<file path="src/rtl/fifo_stream_pkg.sv">
// Shared types and sizing for the FIFO-to-stream burst reader.
package fifo_stream_pkg;

  localparam int DATA_WIDTH = 32;
  localparam int LEN_WIDTH  = 8;
  localparam int SKID_DEPTH = 2;
  localparam int OCC_WIDTH  = $clog2(SKID_DEPTH + 1);

  typedef enum logic [1:0] {
    IDLE   = 2'd0,
    STREAM = 2'd1,
    DONE   = 2'd2
  } state_e;

endpackage

</file>
<file path="src/rtl/fifo_stream_skid.sv">
// Two-entry skid buffer. The head register drives the stream outputs directly,
// so downstream never sees the FIFO read bus combinationally.
module fifo_stream_skid
  import fifo_stream_pkg::*;
(
  input  logic                  clk_i,
  input  logic                  rst_i,
  input  logic                  wr_en_i,
  input  logic [DATA_WIDTH-1:0] wr_data_i,
  input  logic                  rd_en_i,
  output logic [DATA_WIDTH-1:0] data_o,
  output logic                  valid_o,
  output logic [OCC_WIDTH-1:0]  occ_o
);

  logic [DATA_WIDTH-1:0] head_q, head_d;
  logic [DATA_WIDTH-1:0] tail_q, tail_d;
  logic [OCC_WIDTH-1:0]  occ_q, occ_d;
  logic                  rd;

  assign rd = rd_en_i & (occ_q != '0);

  // Keep the oldest word in head; a simultaneous write and read shifts tail forward.
  always_comb begin
    head_d = head_q;
    tail_d = tail_q;
    occ_d  = occ_q;
    case ({wr_en_i, rd})
      2'b10: begin
        if (occ_q == '0) begin
          head_d = wr_data_i;
          occ_d  = occ_q + OCC_WIDTH'(1);
        end else if (occ_q == OCC_WIDTH'(1)) begin
          tail_d = wr_data_i;
          occ_d  = occ_q + OCC_WIDTH'(1);
        end
      end
      2'b01: begin
        head_d = tail_q;
        occ_d  = occ_q - OCC_WIDTH'(1);
      end
      2'b11: begin
        if (occ_q == OCC_WIDTH'(1)) begin
          head_d = wr_data_i;
        end else begin
          head_d = tail_q;
          tail_d = wr_data_i;
        end
      end
      default: ;
    endcase
  end

  // Storage and occupancy registers.
  always_ff @(posedge clk_i or posedge rst_i) begin
    if (rst_i) begin
      head_q <= '0;
      tail_q <= '0;
      occ_q  <= '0;
    end else begin
      head_q <= head_d;
      tail_q <= tail_d;
      occ_q  <= occ_d;
    end
  end

  assign data_o  = head_q;
  assign valid_o = (occ_q != '0);
  assign occ_o   = occ_q;

endmodule

</file>
<file path="src/rtl/fifo_stream_reader.sv">
// Pops a burst of words from a one-cycle-latency FIFO read port and presents
// them as a valid/ready stream with a last marker and a done pulse.
//
//   state  | meaning
//   IDLE   | waiting for Start_In
//   STREAM | popping FIFO and streaming words until the last one handshakes
//   DONE   | one-cycle completion pulse, then back to IDLE
module fifo_stream_reader
  import fifo_stream_pkg::*;
(
  input  logic                  Clk_In,
  input  logic                  Reset_In,
  input  logic [DATA_WIDTH-1:0] FIFO_Data_In,
  input  logic                  FIFO_Empty_In,
  output logic                  FIFO_Read_Enable_Out,
  input  logic                  Start_In,
  input  logic [LEN_WIDTH-1:0]  Burst_Length_In,
  output logic [DATA_WIDTH-1:0] M_Data_Out,
  output logic                  M_Valid_Out,
  input  logic                  M_Ready_In,
  output logic                  M_Last_Out,
  output logic                  Busy_Out,
  output logic                  Done_Out
);

  state_e               state_q, state_d;
  logic [LEN_WIDTH-1:0] len_q, len_d;
  logic [LEN_WIDTH-1:0] req_q, req_d;
  logic [LEN_WIDTH-1:0] sent_q, sent_d;
  logic                 inflight_q;

  logic [OCC_WIDTH-1:0]  skid_occ;
  logic                  skid_valid;
  logic [DATA_WIDTH-1:0] skid_data;
  logic                  xfer;
  logic                  last_word;
  logic                  pop;
  logic [OCC_WIDTH:0]    committed;

  assign xfer      = skid_valid & M_Ready_In;
  assign last_word = ((sent_q + LEN_WIDTH'(1)) == len_q);

  // Slots spoken for once this cycle's drain is credited; counting the word
  // leaving this cycle is what lets the reader sustain one word per cycle.
  assign committed = {1'b0, skid_occ} - {{OCC_WIDTH{1'b0}}, xfer}
                   + {{OCC_WIDTH{1'b0}}, inflight_q};

  assign pop = (state_q == STREAM) & ~FIFO_Empty_In & (req_q < len_q)
             & (committed < (OCC_WIDTH + 1)'(SKID_DEPTH));

  // Next-state and counter updates.
  always_comb begin
    state_d = state_q;
    len_d   = len_q;
    req_d   = req_q;
    sent_d  = sent_q;
    case (state_q)
      IDLE: begin
        if (Start_In) begin
          len_d   = Burst_Length_In;
          req_d   = '0;
          sent_d  = '0;
          state_d = (Burst_Length_In == '0) ? DONE : STREAM;
        end
      end
      STREAM: begin
        if (pop) req_d = req_q + LEN_WIDTH'(1);
        if (xfer) begin
          sent_d = sent_q + LEN_WIDTH'(1);
          if (last_word) state_d = DONE;
        end
      end
      DONE:    state_d = IDLE;
      default: state_d = IDLE;
    endcase
  end

  // State, counters and the pop-in-flight flag; reset drops any outstanding pop.
  always_ff @(posedge Clk_In or posedge Reset_In) begin
    if (Reset_In) begin
      state_q    <= IDLE;
      len_q      <= '0;
      req_q      <= '0;
      sent_q     <= '0;
      inflight_q <= 1'b0;
    end else begin
      state_q    <= state_d;
      len_q      <= len_d;
      req_q      <= req_d;
      sent_q     <= sent_d;
      inflight_q <= pop;
    end
  end

  fifo_stream_skid u_skid (
    .clk_i     (Clk_In),
    .rst_i     (Reset_In),
    .wr_en_i   (inflight_q),
    .wr_data_i (FIFO_Data_In),
    .rd_en_i   (xfer),
    .data_o    (skid_data),
    .valid_o   (skid_valid),
    .occ_o     (skid_occ)
  );

  assign FIFO_Read_Enable_Out = pop;
  assign M_Data_Out           = skid_data;
  assign M_Valid_Out          = skid_valid;
  assign M_Last_Out           = skid_valid & last_word;
  assign Busy_Out             = (state_q != IDLE);
  assign Done_Out             = (state_q == DONE);

endmodule
</file>
<file path="config.mk">
export PLATFORM = sky130hd
export DESIGN_NAME = fifo_stream_reader
export DESIGN_NICKNAME = d
export VERILOG_FILES = /design/src/rtl/fifo_stream_pkg.sv /design/src/rtl/fifo_stream_skid.sv /design/src/rtl/fifo_stream_reader.sv
export SDC_FILE = /design/constraint.sdc
export NUM_CORES = 1
export LEC_CHECK = 0
export ABC_AREA = 1
export BUFFER_PORTS_ARGS = -buffer_cell sky130_fd_sc_hd__buf_2
export CORE_MARGIN = 2
export CORE_UTILIZATION = 62
export DETAILED_ROUTE_END_ITERATION = 8
export GPL_TIMING_DRIVEN = 0
export HOLD_SLACK_MARGIN = 0.15
export PLACE_DENSITY_LB_ADDON = 0.2
export SKIP_LAST_GASP = 1
export SLEW_MARGIN = 0
export SYNTH_ARGS = -nofsm -noshare
export SYNTH_HDL_FRONTEND = slang
export SYNTH_SLANG_ARGS = --single-unit
</file>
<file path="constraint.sdc">
create_clock -name Clk_In -period 9.1 [get_ports Clk_In]
set_input_delay 1.365 -clock Clk_In [delete_from_list [all_inputs] [get_ports Clk_In]]
set_output_delay 1.365 -clock Clk_In [all_outputs]
set_load 0.02 [all_outputs]
</file>
Word level (Yosys, flattened, before mapping)
Cells that the tools add are included.
- bits in registers: 93
- output and inout port bits: 37
- input bits: 45
- order comparisons: 2
- multiplexer cells: 19
- $add $sub $neg: 6
- bitwise gates (word level): 7
- equality and inequality tests: 15
- reductions and logical operators: 16
- operators with widths (operator ; count):
    32-bit 2-to-1 mux ; 4
    32-bit case mux with 3 select lines ; 1
    32-bit case mux with 2 select lines ; 1
    8-bit case mux with 2 select lines ; 2
    8-bit 2-to-1 mux ; 3
    8-bit by 1-bit adder with 8-bit output (second input constant) ; 2
    2-bit 2-to-1 mux ; 6
    3-bit AND reduction ; 4
    2-bit inequality test (second input constant) ; 5
    2-bit nonzero test ; 5
    8-bit equality test ; 1
    8-bit logical NOT ; 1
    8-bit less-than comparator ; 1
    2-bit case mux with 2 select lines ; 2
    1-bit AND ; 6
    2-bit by 1-bit equality test with 1-bit output (second input constant) ; 3
    2-bit equality test (second input constant) ; 3
    2-bit AND reduction ; 3
    2-bit logical NOT ; 2
    2-bit by 1-bit inequality test with 1-bit output (second input constant) ; 2
    3-bit by 1-bit adder with 3-bit output ; 1
    3-bit by 2-bit less-than comparator with 1-bit output (second input constant) ; 1
    3-bit by 1-bit inequality test with 1-bit output (second input constant) ; 1
    3-bit nonzero test ; 1
    4 further kinds ; 4

Logic depth before layout (Yosys ltp)
Gate-level depths: netlist of run 1.
- word-level depth: 8
- mapped depth: 15
- depth with buffers taken out: 15

Hierarchy
Synthesis of run 1 repeated with hierarchy kept, for this count alone.
- cell total of the unflattened synthesis: 897
- area, all modules: 5875.6 sq um
- by module, submodules not included (module ; instances ; cells each ; area an instance (sq um) ; sequential area each (sq um)):
    fifo_stream_skid ; 1 ; 656 ; 4075.2 ; 1651.6
    fifo_stream_reader ; 1 ; 241 ; 1800.5 ; 675.6

Worst setup path after synthesis of run 1
No wires, ideal clock.
- kind: in2out
- start point: in M_Ready_In
- end point: out FIFO_Read_Enable_Out
- buffers on the path: 1
- cell stages on the path: 9
- path slack: 4.776 ns
- data arrival time: 2.959 ns
- cells stage by stage: nand2_1 > nor2_1 > o21ai_0 > fa_1 > nand2_1 > nor4_2 > nand2_2 > buf_6 > inv_1
- word-level cells in the longest chain between the ends: 5
- RTL lines (element ; RTL line ; RTL):
    start: declaration ; fifo_stream_reader.sv:20 ; input logic M_Ready_In,
    1-bit AND ; fifo_stream_reader.sv:40 ; assign xfer = skid_valid & M_Ready_In;
    2-bit by 1-bit subtractor with 3-bit output ; fifo_stream_reader.sv:45 ; assign committed = {1'b0, skid_occ} - {{OCC_WIDTH{1'b0}}, xfer}
    3-bit by 1-bit adder with 3-bit output ; fifo_stream_reader.sv:46 ; + {{OCC_WIDTH{1'b0}}, inflight_q};
    3-bit by 2-bit less-than comparator with 1-bit output ; fifo_stream_reader.sv:49 ; & (committed < (OCC_WIDTH + 1)'(SKID_DEPTH));
    1-bit AND ; fifo_stream_reader.sv:49 ;
    end: declaration ; fifo_stream_reader.sv:15 ; output logic FIFO_Read_Enable_Out,
No other way between the ends.

Final worst setup path of run 1
Ends and elaborated chain as after synthesis.

==> results of run 1 <==
==> worst max path at each step <==
stage / startpoint / endpoint / depth (start not counted)
after floorplan: M_Ready_In / FIFO_Read_Enable_Out / 9
after global placement: Reset_In / u_skid.data_o[11]$_DFFE_PP0P_ / 2
after detailed placement: M_Ready_In / FIFO_Read_Enable_Out / 12
after CTS: M_Ready_In / FIFO_Read_Enable_Out / 12
after global routing: M_Ready_In / FIFO_Read_Enable_Out / 13
final: M_Ready_In / FIFO_Read_Enable_Out / 12
==> logic make-up (layout without fill, tap and decap cells) <==
logic type,count (synthesis),count (layout),synth area share [%]
AOI/OAI and AO/OA,129,129,14.86
xor gates and xnor gates,8,8,1.253
adders and majority gates,15,15,3.490
buffers and inverters,108,206,7.964
DFF,93,93,41.61
muxes,23,23,4.139
and+or+nand+nor,339,339,26.69
==> sequential cells by signal (all words and copies together) (netlist names) <==
signal         cells
inflight_q         1
len_q              8
req_q              8
sent_q             8
state_q            2
u_skid.data_o     32
u_skid.occ_o       2
u_skid.tail_q     32
==> cells in the final DEF, fill, tap and decap left out, drive strengths merged, types with 5 or more instances in the layout <==
| master | instances |
|---|---|
| a41oi | 21 |
| o22ai | 5 |
| clkbuf | 24 |
| inv | 71 |
| o211ai | 12 |
| a21oi | 22 |
| ha | 14 |
| nand2 | 208 |
| dfrtp | 93 |
| xor2 | 6 |
| mux2i | 22 |
| o21ai | 32 |
| buf | 106 |
| nand3 | 29 |
| nor2 | 92 |
| a31oi | 34 |
==> routing by layer <==
metal | vias up | wire length (um)
met5 | - | 0
met2 | 212 | 6980
met1 | 2518 | 6010
met3 | 32 | 875
met4 | 0 | 298
li1 | 2562 | -
==> power groups by stage <==
stage / sequential [mW] / clock, mW / combinational [mW]
6_report: 0.718 / 0.288 / 1.13
4_1_cts: 0.715 / 0.287 / 1.12
3_3_place_gp: 0.711 / 0 / 1.06
2_1_floorplan: 0.789 / 0 / 0.740
5_1_grt: 0.739 / 0.306 / 1.26
3_5_place_dp: 0.723 / 0 / 1.11
==> per-stage QoR <==
stage | hold slack (ps) | util, % | instances | setup slack (ps)
after floorplan | 474.9 | - | 715 | 4776
after global placement | 497.1 | 70.33 | 904 | 4143
final | 530.8 | 72.97 | 921 | 4340
after CTS | 533.8 | 72.97 | 921 | 4368
after global routing | 547.6 | 72.97 | 921 | 4210
after detailed placement | 518.2 | 70.67 | 905 | 4393
==> final cells by class <==
cell class                 instances  area, um2
clock buffer                      11      141.4
fill                             665       2357
tap                              108      135.1
sequential                        93       2327
multi-input combinational        514       2820
timing repair buffer              82      432.9
buffer                            37      178.9
clock inverter                     5      58.81
inverter                          71      269.0
==> metrics.yaml, run 1 <==
power_mw: 2.131
synth-edff-count: 0
first_iter_violations: 347
grt_pass1_vias: 5327
combinationalPowerShare_pct: 52.8
postCtsSetupBuffers: 0
pwr-share-clk_pct: 13.5
antenna_found_initial: 0
clockRootBuffer: "clkbuf_8"
post_drt_wl_per_cell_um: 15.38
met1_usage_pct: 39.97
p_int_mw: 1.131
stdcell_area_mm2: 0.006364
via_per_inst: 5.781
dp_hpwl_um: 9862
grt_overflow: 0
ctsHtreeMaxLevel: 3
critPathCaptureType: "output pin"
postRouteAntennaNets: 0
fp.dieW_um: 98.98
leakage_nw: 3.125
seqPwrFrac_pct: 33.7
wl_um: 14170
reg2reg_depth: 14
cts_hold_buf: 0
rsz0062_at_grt: "no"
critical-path-top-delay-family: "simple AND/OR/NAND/NOR gates"
ys.warnings.count: 0
synth_top_area_share_pct: 41.61
hold_path_class: "register to register"
postSynthCellCount: 715
regToRegEndpoint: "req_q[7]$_DFFE_PP0P_"
layout_worst_path_cycle_share_pct: 52.31
syn_avg_cell_area_um2: 7.822
worstPathMaxFanout: 10
synth_most_common_cell: "nand2_1"
status: "finished clean"
synth-main-ff-cell: "dfrtp_1"
core_area_mm2: 0.008721
skew_ps: 10.95
required_ps: 7740
max_clock_freq_mhz: 210.1
relSlewSlack_pct: 62.49
layout-drive-gt1-share_pct: 20.05
vdd_ir_drop_max_mv: 0.1754
cts_tree: "built"
grt_pass1_wl_um: 24100
met3_usage_pct: 5.035
critPathBufInv: 5
synth_common_cells: "nand2_1 (200), dfrtp_1 (93), nor2_1 (84)"
cp-start-kind: "primary input"
placed_cell_area_mm2: 0.006163
numCtsBuffers: 9
syn-cell-area_mm2: 0.005593
rows: 34
clk-insertion-delay-late_ps: 370
path_cells: "buf_2 -> nand2_1 -> inv_2 -> nor2_1 -> o21ai_0 -> fa_1 -> nand2_1 -> nor4_2 -> nand2_2 -> buf_6 -> inv_1 -> buf_2"
setup_tns_ps: 0
maxCapViolations: 0
ys_ff_latch: 93
cp.arrival_ps: 3400
clock-sinks: 93
min-delay-start: "u_skid.occ_o[0]$_DFFE_PP0P_"
timing.hold.worst_path_depth: 1
switchingPower_mw: 1.001
io_pins: 82
synth_area_leaders: "dfrtp_1 (42%), nand2_1 (13%), nor2_1 (5.6%)"
worst_pin_slew_ps: 562.6
gp_congestion: 0.8881
cts_max_path_buffers: 2
nNetsFinal: 868
regToRegStartpoint: "u_skid.occ_o[1]$_DFFE_PP0P_"
use_met2_pct: 49.58
holdPathEnd: "u_skid.occ_o[0]$_DFFE_PP0P_"
hold_viol_final: 0
grt.total_usage_pct: 30.05
yosysTopAreaCell: "dfrtp_1"
postCtsResizedCells: 0
synth_cell_types: 42
synth-async-reset-ratio_pct: 100.0
start_util_pct: 64.13
grt_max_degree: 53
cpPeakStageDelay_ps: 490
period_needed_ps: 4760
syn-num-nets: 775
dieHeight_um: 98.98
setup_viol: 0
drc: 0
cp_slowest_cell: "fa_1"
switching_share_pct: 46.95
dr_total_vias: 5324
syn_to_final_growth_pct: 13.78
drt_pre_antenna_iters: 5
p_per_area_mw_per_mm2: 334.9
grt.busiest_layer: "met2"
antenna_cells: 0
r2r_setup_slack_ps: 6320
slew_violations: 0
io_buffers: 81
crit_type: "primary input to output pin"
die_area_mm2: 0.009796
seq_area_frac_synth_pct: 41.61
clkTransAtPathRegs_ps: 80
No activity file was read; power rests on OpenSTA's default activity.
==> run 2, diff against run 1 <==
- CORE_UTILIZATION: 62 -> 52
- clock period: 9.1 -> 4.2 ns (I/O delays scaled with it)
==> run 2 against run 1 <==
Critical path depth up 2. Core utilization down 11 points. Cell count up 3.0%. Design area up 0.43%. Register-to-register slack worse by 4900 ps. Worst hold slack worse by 230 ps. Wire length up 2.2%. Via count down 0.39%. Clock power up 110%. First-iteration DRC count up 29%. Sequential cell count unchanged. Critical endpoint unchanged.
==> metrics.yaml, run 2 (synthesis results as in run 1) <==
status: "finished clean"
cp.arrival_ps: 3110  # -290 ps
via_per_inst: 5.588  # -3.3%
worstPathMaxFanout: 10  # unchanged
grt.total_usage_pct: 25.96  # -4.1 points
grt_pass1_wl_um: 24070  # -0.11%
maxCapViolations: 0  # unchanged
clk-insertion-delay-late_ps: 370  # about the same
post_drt_wl_per_cell_um: 15.26  # -0.80%
wl_um: 14480  # +2.2%
clockRootBuffer: "clkbuf_8"
grt_overflow: 0  # unchanged
rsz0062_at_grt: "no"
drt_pre_antenna_iters: 7  # +2
fill_cells: 942  # +42%
postRouteAntennaNets: 0  # unchanged
clock-sinks: 93  # unchanged
hold_path_class: "primary input to async pin"
period_needed_ps: 3740
vdd_ir_drop_max_mv: 0.3052  # +74%
drc: 0  # unchanged
grt_pass1_vias: 5202  # -2.3%
cts_max_path_buffers: 2  # unchanged
layout-drive-gt1-share_pct: 19.93  # -0.12 points
hold_viol_final: 0  # unchanged
place_inst: 933  # +3.1%
postCtsResizedCells: 0  # unchanged
path_cells: "inv_1 -> ha_1 -> inv_2 -> nand2_1 -> inv_2 -> nor2_1 -> o21ai_0 -> fa_1 -> nand2_1 -> nor4_2 -> nand2_2 -> buf_6 -> inv_1 -> buf_2"
die_area_mm2: 0.01160  # +18%
crit_type: "register to output pin"
critPathCaptureType: "output pin"
seqCellArea_mm2: 0.002327  # unchanged
fp.dieW_um: 107.7  # +8.8%
dieHeight_um: 107.7  # +8.8%
postCtsSetupBuffers: 0  # unchanged
layout_worst_path_cycle_share_pct: 89.04
skew_ps: 9.734  # -1.211 ps
slew_violations: 0  # unchanged
mostFrequentLayoutCell: "nand2_1"
start_util_pct: 53.93  # -10 points
core_area_mm2: 0.01037  # +19%
required_ps: 3570  # -4170 ps
syn_to_final_growth_pct: 14.27
dp_hpwl_um: 10100  # +2.4%
clkTransAtPathRegs_ps: 90  # about the same
gp_congestion: 0.8033  # -9.5%
first_iter_violations: 449  # +29%
nNetsFinal: 868  # unchanged
final_cell_mix: "nand2_1 (200), buf_2 (101), dfrtp_1 (93)"
cp_slowest_cell: "fa_1"
cts_tree: "built"
p_per_area_mw_per_mm2: 721.4  # +120%
cts_hold_buf: 0  # unchanged
antenna_cells: 0  # unchanged
cp-start-kind: "register"
dr_total_vias: 5303  # -0.39%
cpPeakStageDelay_ps: 510  # +20 ps
timing.hold.ws_ps: 298.0  # -232.8 ps
relSlewSlack_pct: 63.54  # +1.0 points
worst_pin_slew_ps: 546.9  # -15.73 ps
ctsHtreeMaxLevel: 3  # unchanged
antenna_found_initial: 0  # unchanged
setup_viol: 0  # unchanged
max_clock_freq_mhz: 267.4
instances_no_fill: 949  # +3.0%
multi_input_area_mm2: 0.002820  # unchanged
rows: 37  # +8.8%
io_pins: 82  # unchanged
numCtsBuffers: 9  # unchanged
leakage_nw: 3.125  # about the same
io_buffers: 81  # unchanged
grt_max_degree: 57  # +7.5%
[run 2: cell types whose count changed in the layout (fill, tap and decap cells not counted), sizes merged]
cell      change
clkinv        +1
clkinvlp      -1
inv           -1
clkbuf        +1
[run 2: worst paths after layout]
path | from | to | slack, ps | depth (start not counted)
max | u_skid.occ_o[1]$_DFFE_PP0P_ | FIFO_Read_Enable_Out | 460 | 14
min | Reset_In | u_skid.data_o[18]$_DFFE_PP0P_ | 300 | 2
max reg2reg | u_skid.occ_o[1]$_DFFE_PP0P_ | req_q[1]$_DFFE_PP0P_ | 1440 | 14
min reg2reg | u_skid.tail_q[31]$_DFFE_PP0P_ | u_skid.tail_q[31]$_DFFE_PP0P_ | 530 | 1
max in group asynchronous | Reset_In | u_skid.data_o[16]$_DFFE_PP0P_ | 3240 | 3
min in group Clk_In | Burst_Length_In[0] | len_q[0]$_DFFE_PP0P_ | 510 | 2
[run 2: layer usage]
layer  part of all wire, %  vias to the layer above  track usage, %
li1                      -                     2542               -
met1                    44                     2542           34.97
met2                    49                      202           42.77
met3                   5.9                       17           4.237
met4                   1.3                        0           8.425
met5                     0                        -               0
[run 2: where the power goes]
part | leakage [nW] | switching, mW | internal, mW | total (mW)
logic | 1.96 | 1.56 | 0.879 | 2.43
registers | 1.07 | 0.278 | 1.28 | 1.56
clock network | 0.0964 | 0.326 | 0.291 | 0.617
[run 2: cell type report]
cell class / instances / area share (%)
clock inverters: 4 / 0.7439
multi-input cells: 514 / 44.13
repair buffers: 82 / 6.774
inverters: 71 / 4.209
clock buffers: 12 / 2.271
plain buffers: 37 / 2.800
flip-flops and latches: 93 / 36.41
well taps: 136 / 2.662
[run 2: stage by stage]
step	util (%)	TNS, ps	power [mW]	setup WS, ps	area [um2]
detailed placement	59.77	0	3.982	861.5	6198
CTS	61.63	0	4.602	430.3	6391
floorplan	-	0	3.312	1150	5593
global route	61.63	0	5.007	201.0	6391
finish	61.63	0	4.610	460.5	6391
global placement	59.48	-7961	3.855	-91.69	6168
[run 2: worst max-delay path, delay by kind of cell, from the launching register on]
family	cells	cell delay, ps
flip-flops	1	410
AND/OR/NAND/NOR	5	740
AO/OA/AOI/OAI	1	110
adder cells (fa/ha/maj)	2	770
buffers and inverters	6	720
